### config.mk
export PLATFORM = sky130hd
export DESIGN_NAME = regfile_wb_sched
export DESIGN_NICKNAME = d
export VERILOG_FILES = /design/src/rtl/regfile_wb_sched.sv
export SDC_FILE = /design/constraint.sdc
export NUM_CORES = 1
export LEC_CHECK = 0
export ABC_AREA = 1
export CELL_PAD_IN_SITES_DETAIL_PLACEMENT = 1
export CELL_PAD_IN_SITES_GLOBAL_PLACEMENT = 1
export CORE_ASPECT_RATIO = 1.4
export CORE_MARGIN = 4
export CORE_UTILIZATION = 35
export CTS_CLUSTER_SIZE = 10
export DETAILED_ROUTE_END_ITERATION = 10
export PLACE_DENSITY_LB_ADDON = 0.12
export SLEW_MARGIN = 20
export SYNTH_ARGS = -nofsm -noshare
export SYNTH_HDL_FRONTEND = slang
export SYNTH_SLANG_ARGS = --single-unit
### constraint.sdc
create_clock -name clk -period 7.1 [get_ports clk]
set_input_delay 1.42 -clock clk [delete_from_list [all_inputs] [get_ports clk]]
set_output_delay 1.42 -clock clk [all_outputs]
set_load 0.03 [all_outputs]
### src/rtl/regfile_wb_sched.sv
// regfile_wb_sched: write-back arbiter and register scoreboard for the RV32I
// register file. It grants one ALU/LSU result per cycle to the single write
// port and tracks pending destination registers so that issue stalls on
// RAW/WAW hazards.
// Optional feature macro: WB_RR_EN selects round-robin ALU/LSU arbitration.
// When it is undefined, the LSU has fixed priority over the ALU.
module regfile_wb_sched #(
  parameter int unsigned DATA_W = 32,
  parameter int unsigned NREGS  = 32,
  parameter int unsigned AW     = 5
) (
  input  logic              clk,
  input  logic              rst,
  input  logic              iss_valid,
  input  logic [AW-1:0]     iss_rd,
  input  logic [AW-1:0]     iss_rs1,
  input  logic [AW-1:0]     iss_rs2,
  input  logic              iss_wr,
  output logic              iss_ready,
  input  logic              alu_valid,
  input  logic [AW-1:0]     alu_rd,
  input  logic [DATA_W-1:0] alu_data,
  output logic              alu_ready,
  input  logic              lsu_valid,
  input  logic [AW-1:0]     lsu_rd,
  input  logic [DATA_W-1:0] lsu_data,
  output logic              lsu_ready,
  output logic              RegWEn,
  output logic [AW-1:0]     rsw,
  output logic [DATA_W-1:0] data_in,
  output logic [AW:0]       busy_cnt,
  output logic              wb_orphan
);

  localparam int unsigned CW = AW + 1;

  logic [NREGS-1:0]  busy_q, busy_d;
  logic [CW-1:0]     busy_cnt_q, busy_cnt_d;
  logic              regwen_q, regwen_d;
  logic [AW-1:0]     rsw_q, rsw_d;
  logic [DATA_W-1:0] data_in_q, data_in_d;
  logic              wb_orphan_q, wb_orphan_d;

  logic              hz;
  logic              iss_fire;
  logic              alu_gnt, lsu_gnt;
  logic              wb_fire;
  logic [AW-1:0]     wb_rd;
  logic [DATA_W-1:0] wb_data;

  // Hazard check against the registered scoreboard; no write-back bypass.
  always_comb begin
    hz = busy_q[iss_rs1] | busy_q[iss_rs2] | (iss_wr & busy_q[iss_rd]);
  end

  assign iss_ready = ~hz;
  assign iss_fire  = iss_valid & ~hz;

`ifdef WB_RR_EN
  logic favour_alu_q, favour_alu_d;

  // Round-robin grant: the source that was not granted last is favoured next.
  always_comb begin
    lsu_gnt      = lsu_valid & (~alu_valid | ~favour_alu_q);
    alu_gnt      = alu_valid & (~lsu_valid | favour_alu_q);
    favour_alu_d = favour_alu_q;
    if (lsu_gnt) begin
      favour_alu_d = 1'b1;
    end else if (alu_gnt) begin
      favour_alu_d = 1'b0;
    end
  end

  // Arbitration pointer; reset favours the LSU.
  always_ff @(posedge clk or negedge rst) begin
    if (!rst) begin
      favour_alu_q <= 1'b0;
    end else begin
      favour_alu_q <= favour_alu_d;
    end
  end
`else
  // Fixed-priority grant: the LSU always wins.
  always_comb begin
    lsu_gnt = lsu_valid;
    alu_gnt = alu_valid & ~lsu_valid;
  end
`endif

  assign alu_ready = alu_gnt;
  assign lsu_ready = lsu_gnt;

  // Write-back mux, scoreboard update, orphan detection and popcount.
  always_comb begin
    wb_fire     = alu_gnt | lsu_gnt;
    wb_rd       = lsu_gnt ? lsu_rd : alu_rd;
    wb_data     = lsu_gnt ? lsu_data : alu_data;
    busy_d      = busy_q;
    regwen_d    = 1'b0;
    rsw_d       = rsw_q;
    data_in_d   = data_in_q;
    wb_orphan_d = wb_orphan_q;
    busy_cnt_d  = '0;
    if (wb_fire) begin
      regwen_d      = (wb_rd != '0);
      rsw_d         = wb_rd;
      data_in_d     = wb_data;
      busy_d[wb_rd] = 1'b0;
      if ((wb_rd != '0) && !busy_q[wb_rd]) begin
        wb_orphan_d = 1'b1;
      end
    end
    // A new issue wins over a clear of the same register.
    if (iss_fire && iss_wr && (iss_rd != '0)) begin
      busy_d[iss_rd] = 1'b1;
    end
    busy_d[0] = 1'b0;
    for (int unsigned i = 0; i < NREGS; i++) begin
      busy_cnt_d = busy_cnt_d + CW'(busy_d[i]);
    end
  end

  // State and registered write-port outputs.
  always_ff @(posedge clk or negedge rst) begin
    if (!rst) begin
      busy_q      <= '0;
      busy_cnt_q  <= '0;
      regwen_q    <= 1'b0;
      rsw_q       <= '0;
      data_in_q   <= '0;
      wb_orphan_q <= 1'b0;
    end else begin
      busy_q      <= busy_d;
      busy_cnt_q  <= busy_cnt_d;
      regwen_q    <= regwen_d;
      rsw_q       <= rsw_d;
      data_in_q   <= data_in_d;
      wb_orphan_q <= wb_orphan_d;
    end
  end

  assign RegWEn    = regwen_q;
  assign rsw       = rsw_q;
  assign data_in   = data_in_q;
  assign busy_cnt  = busy_cnt_q;
  assign wb_orphan = wb_orphan_q;

endmodule

==> impl_metrics.toml <==
[placement]
gp_congestion = 1.032
placed_cells = 1199
numPortBuffers = 142
dpl.hpwl_um = 19070

[yosys]
yosysSeqAreaShare_pct = 34.02
syn_nets = 925
avgSynthCellArea_um2 = 6.988
yosysTopAreaCell = "dfrtp_1"
yosysWarnings = 0
synthCells = 800
yosysUniqueCellTypes = 32
syn_area_um2 = 5590
yosysTopAreaCellShare_pct = 34.02
synth_area_leaders = "dfrtp_1 34%, nand2_1 19%, nand3_1 8.3%, fa_1 8.2%, inv_1 5.8%"
yosys_register_bits = 76

[grt]
grtUsageMet2_pct = 48.43
grt_overflow = 0
grt_usage_pct = 27.93
antenna_found_initial = 0
grt_pass1_wl_um = 38620
grt_max_degree = 77
grt_pass1_vias = 7181
use_met1_pct = 31.03
grt_util_met3_pct = 4.500
grt_busiest_layer = "met2"

[timing]
maxSlewHeadroom_pct = 51.56
worst_hold_slack_ns = 0.4841
hold_viol_final = 0
fin_crit_ns = 6.930
timing.fmax_mhz = 144.3
clock_skew_ns = 0.007615
worst_slew_pin_slew_ns = 0.7266
fin_crit_sh_pct = 97.60
slew_violations = 0
rsz0062_at_grt = "true"
finalSetupViolCount = 0

[clocking]
cts_sinks = 76
cts_hold_buffers = 0
worstSkewPairLatency_ns = 0.33
clock-root-buffer = "clkbuf_16"
numCtsBuffers = 9
cts_tree = "built"
clk_pin_slew_ns = 0.06
clockBufferDepth = 2
htree_levels = 3

[die]
dieWidth_um = 114.8
row_count = 54
coreArea_um2 = 15610
die_h_um = 157.5
num_io_pins = 143
die-area_um2 = 18090
initial_core_util_pct = 35.82

[layout]
drive_gt1_share_pct = 21.68
diodes = 0
fill_cells = 1942
final_util_pct = 55.29
areaGrowthSynthToFinish_pct = 54.36
final_nets = 1160
final_cells = 1234

[power]
power_density_nw_per_um2 = 399.8
max-vdd-ir-drop_v = 0.0004889
power.leakage_uw = 0.003977

[drt]
via_per_inst = 5.192
wl_per_cell_um = 19.81
drc = 0
dr.pass1.iters = 4
postRouteAntennaNets = 0
drt-initial-drc-count = 402
wirelength_um = 24450
vias = 6407

[critical_path]
required_ns = 7.35
slowest_stage = "fa_1"
endpoint_kind = "flop"
criticalPathCategory = "in -> reg"
start_kind = "input port"
crit_top_cell = "nand2_1"
cp_max_fo = 8
cpPeakStageDelay_ns = 0.56
cp.arrival_ns = 7.18

[run]
max_cap_violations = 0

[run_status]
status = "finished, final reports clean"

[worst_hold_path]
min_path_type = "reg -> reg"
[per-layer routing]
metal | vias up | part of all wire, %
met5 | - | 0
met4 | 0 | 7.4
met3 | 84 | 5.1
met2 | 229 | 51
met1 | 3101 | 37
li1 | 2993 | -
[report_power, final]
part	leakage [uW]	switching, uW	internal (uW)
clock network	0.000134	174	262
logic	0.00290	1350	1060
registers	0.000945	69.7	535
total	0.00398	1590	1860
[synth_stat cells]
library cell,count
nand3_1,93
o21ai_0,36
nand2_2,3
buf_6,6
nor2_2,19
clkbuf_1,10
o22ai_1,6
o21bai_1,19
fa_1,23
o21ai_2,5
buf_4,6
nor2_4,2
nor2_1,47
o21ai_1,13
nand4_4,1
inv_4,1
o211ai_1,1
a21oi_1,23
o221ai_1,1
o21a_1,1
xnor2_1,1
o2111ai_1,1
inv_2,7
nor3_1,8
a31oi_1,1
inv_1,87
xor2_1,2
ha_1,7
buf_2,6
or2_2,3
nand2_1,285
dfrtp_1,76
[what timing repair did]
| action | 4_1_cts | 5_1_grt |
|---|---|---|
| buffers inserted | 13 | 5 |
| setup endpoints to repair | 4 | 4 |
| gates resized for setup | 109 | 29 |
| pin swaps | 39 | 26 |
| gates cloned | 4 | 0 |
[kinds of logic after synthesis]
group           Yosys count  share of synthesized area [%]
buf+inv                 123                          9.646
flops                    76                          34.02
simple gates            461                          34.92
fa+ha+maj                30                          9.803
compound gates          107                          11.15
xor+xnor                  3                         0.4701
[final timing paths]
check	to	start	slack, ns	depth (start not counted)
min in group asynchronous	data_in[24]	rst	1.13	1
worst max-delay path	busy_cnt[4]	iss_rd[0]	0.17	29
worst min register to register	rsw[0]	rsw[0]	0.48	2
max in group asynchronous	rsw[4]	rst	5.47	1
worst min-delay path	rsw[0]	rsw[0]	0.48	2
worst max register to register	busy_cnt[4]	busy_q[8]	0.90	27
[sequential cells by signal, summed over array words and instances (netlist names)]
register	flops
data_in	32
busy_q	31
busy_cnt	6
rsw	5
RegWEn	1
wb_orphan	1
[metrics by stage]
| step | TNS [ns] | cell area (um^2) | power (uW) | worst slack [ns] |
|---|---|---|---|---|
| 2_1_floorplan | 0 | 5590 | 1861 | 0.1576 |
| 3_3_place_gp | -1.544 | 7795 | 2579 | -0.5071 |
| 3_5_place_dp | -2.417 | 7795 | 2739 | -0.6693 |
| 4_1_cts | 0 | 8542 | 3294 | 0.008315 |
| 5_1_grt | -0.1194 | 8630 | 3793 | -0.1159 |
| 6_report | 0 | 8630 | 3450 | 0.1704 |
[layout by cell type (no fill, tap or decap), types with 9 or more instances in the layout]
master,Yosys,routed
nand2_1,285,281
clkdlybuf4s50_1,0,129
buf_4,6,93
nand3_1,93,92
inv_1,87,78
dfrtp_1,76,76
nor2_1,47,36
o21ai_0,36,26
nor2_2,19,19
o21bai_1,19,19
fa_1,23,19
o21ai_1,13,16
inv_2,7,14
a21oi_1,23,14
nor2_4,2,13
clkbuf_16,0,9
buf_6,6,9
[area by class of cell]
| class | instances | area [um^2] | share of cell area, % |
|---|---|---|---|
| clock inverter | 1 | 7.507 | 0.08699 |
| timing repair buffer | 252 | 2386 | 27.65 |
| tap | 196 | 245.2 | 2.842 |
| inverter | 95 | 371.6 | 4.306 |
| sequential | 76 | 1902 | 22.04 |
| multi-input combinational | 601 | 3447 | 39.94 |
| clock buffer | 13 | 270.3 | 3.132 |
[critical path, delay by kind of cell]
kind | cells | cell delay [ns]
fa+ha+maj | 8 | 3.75
simple gates | 13 | 1.02
compound gates | 2 | 0.22
buf+inv | 5 | 0.64
xor+xnor | 1 | 0.13
Note: power is estimated with default switching activity, not from simulation.
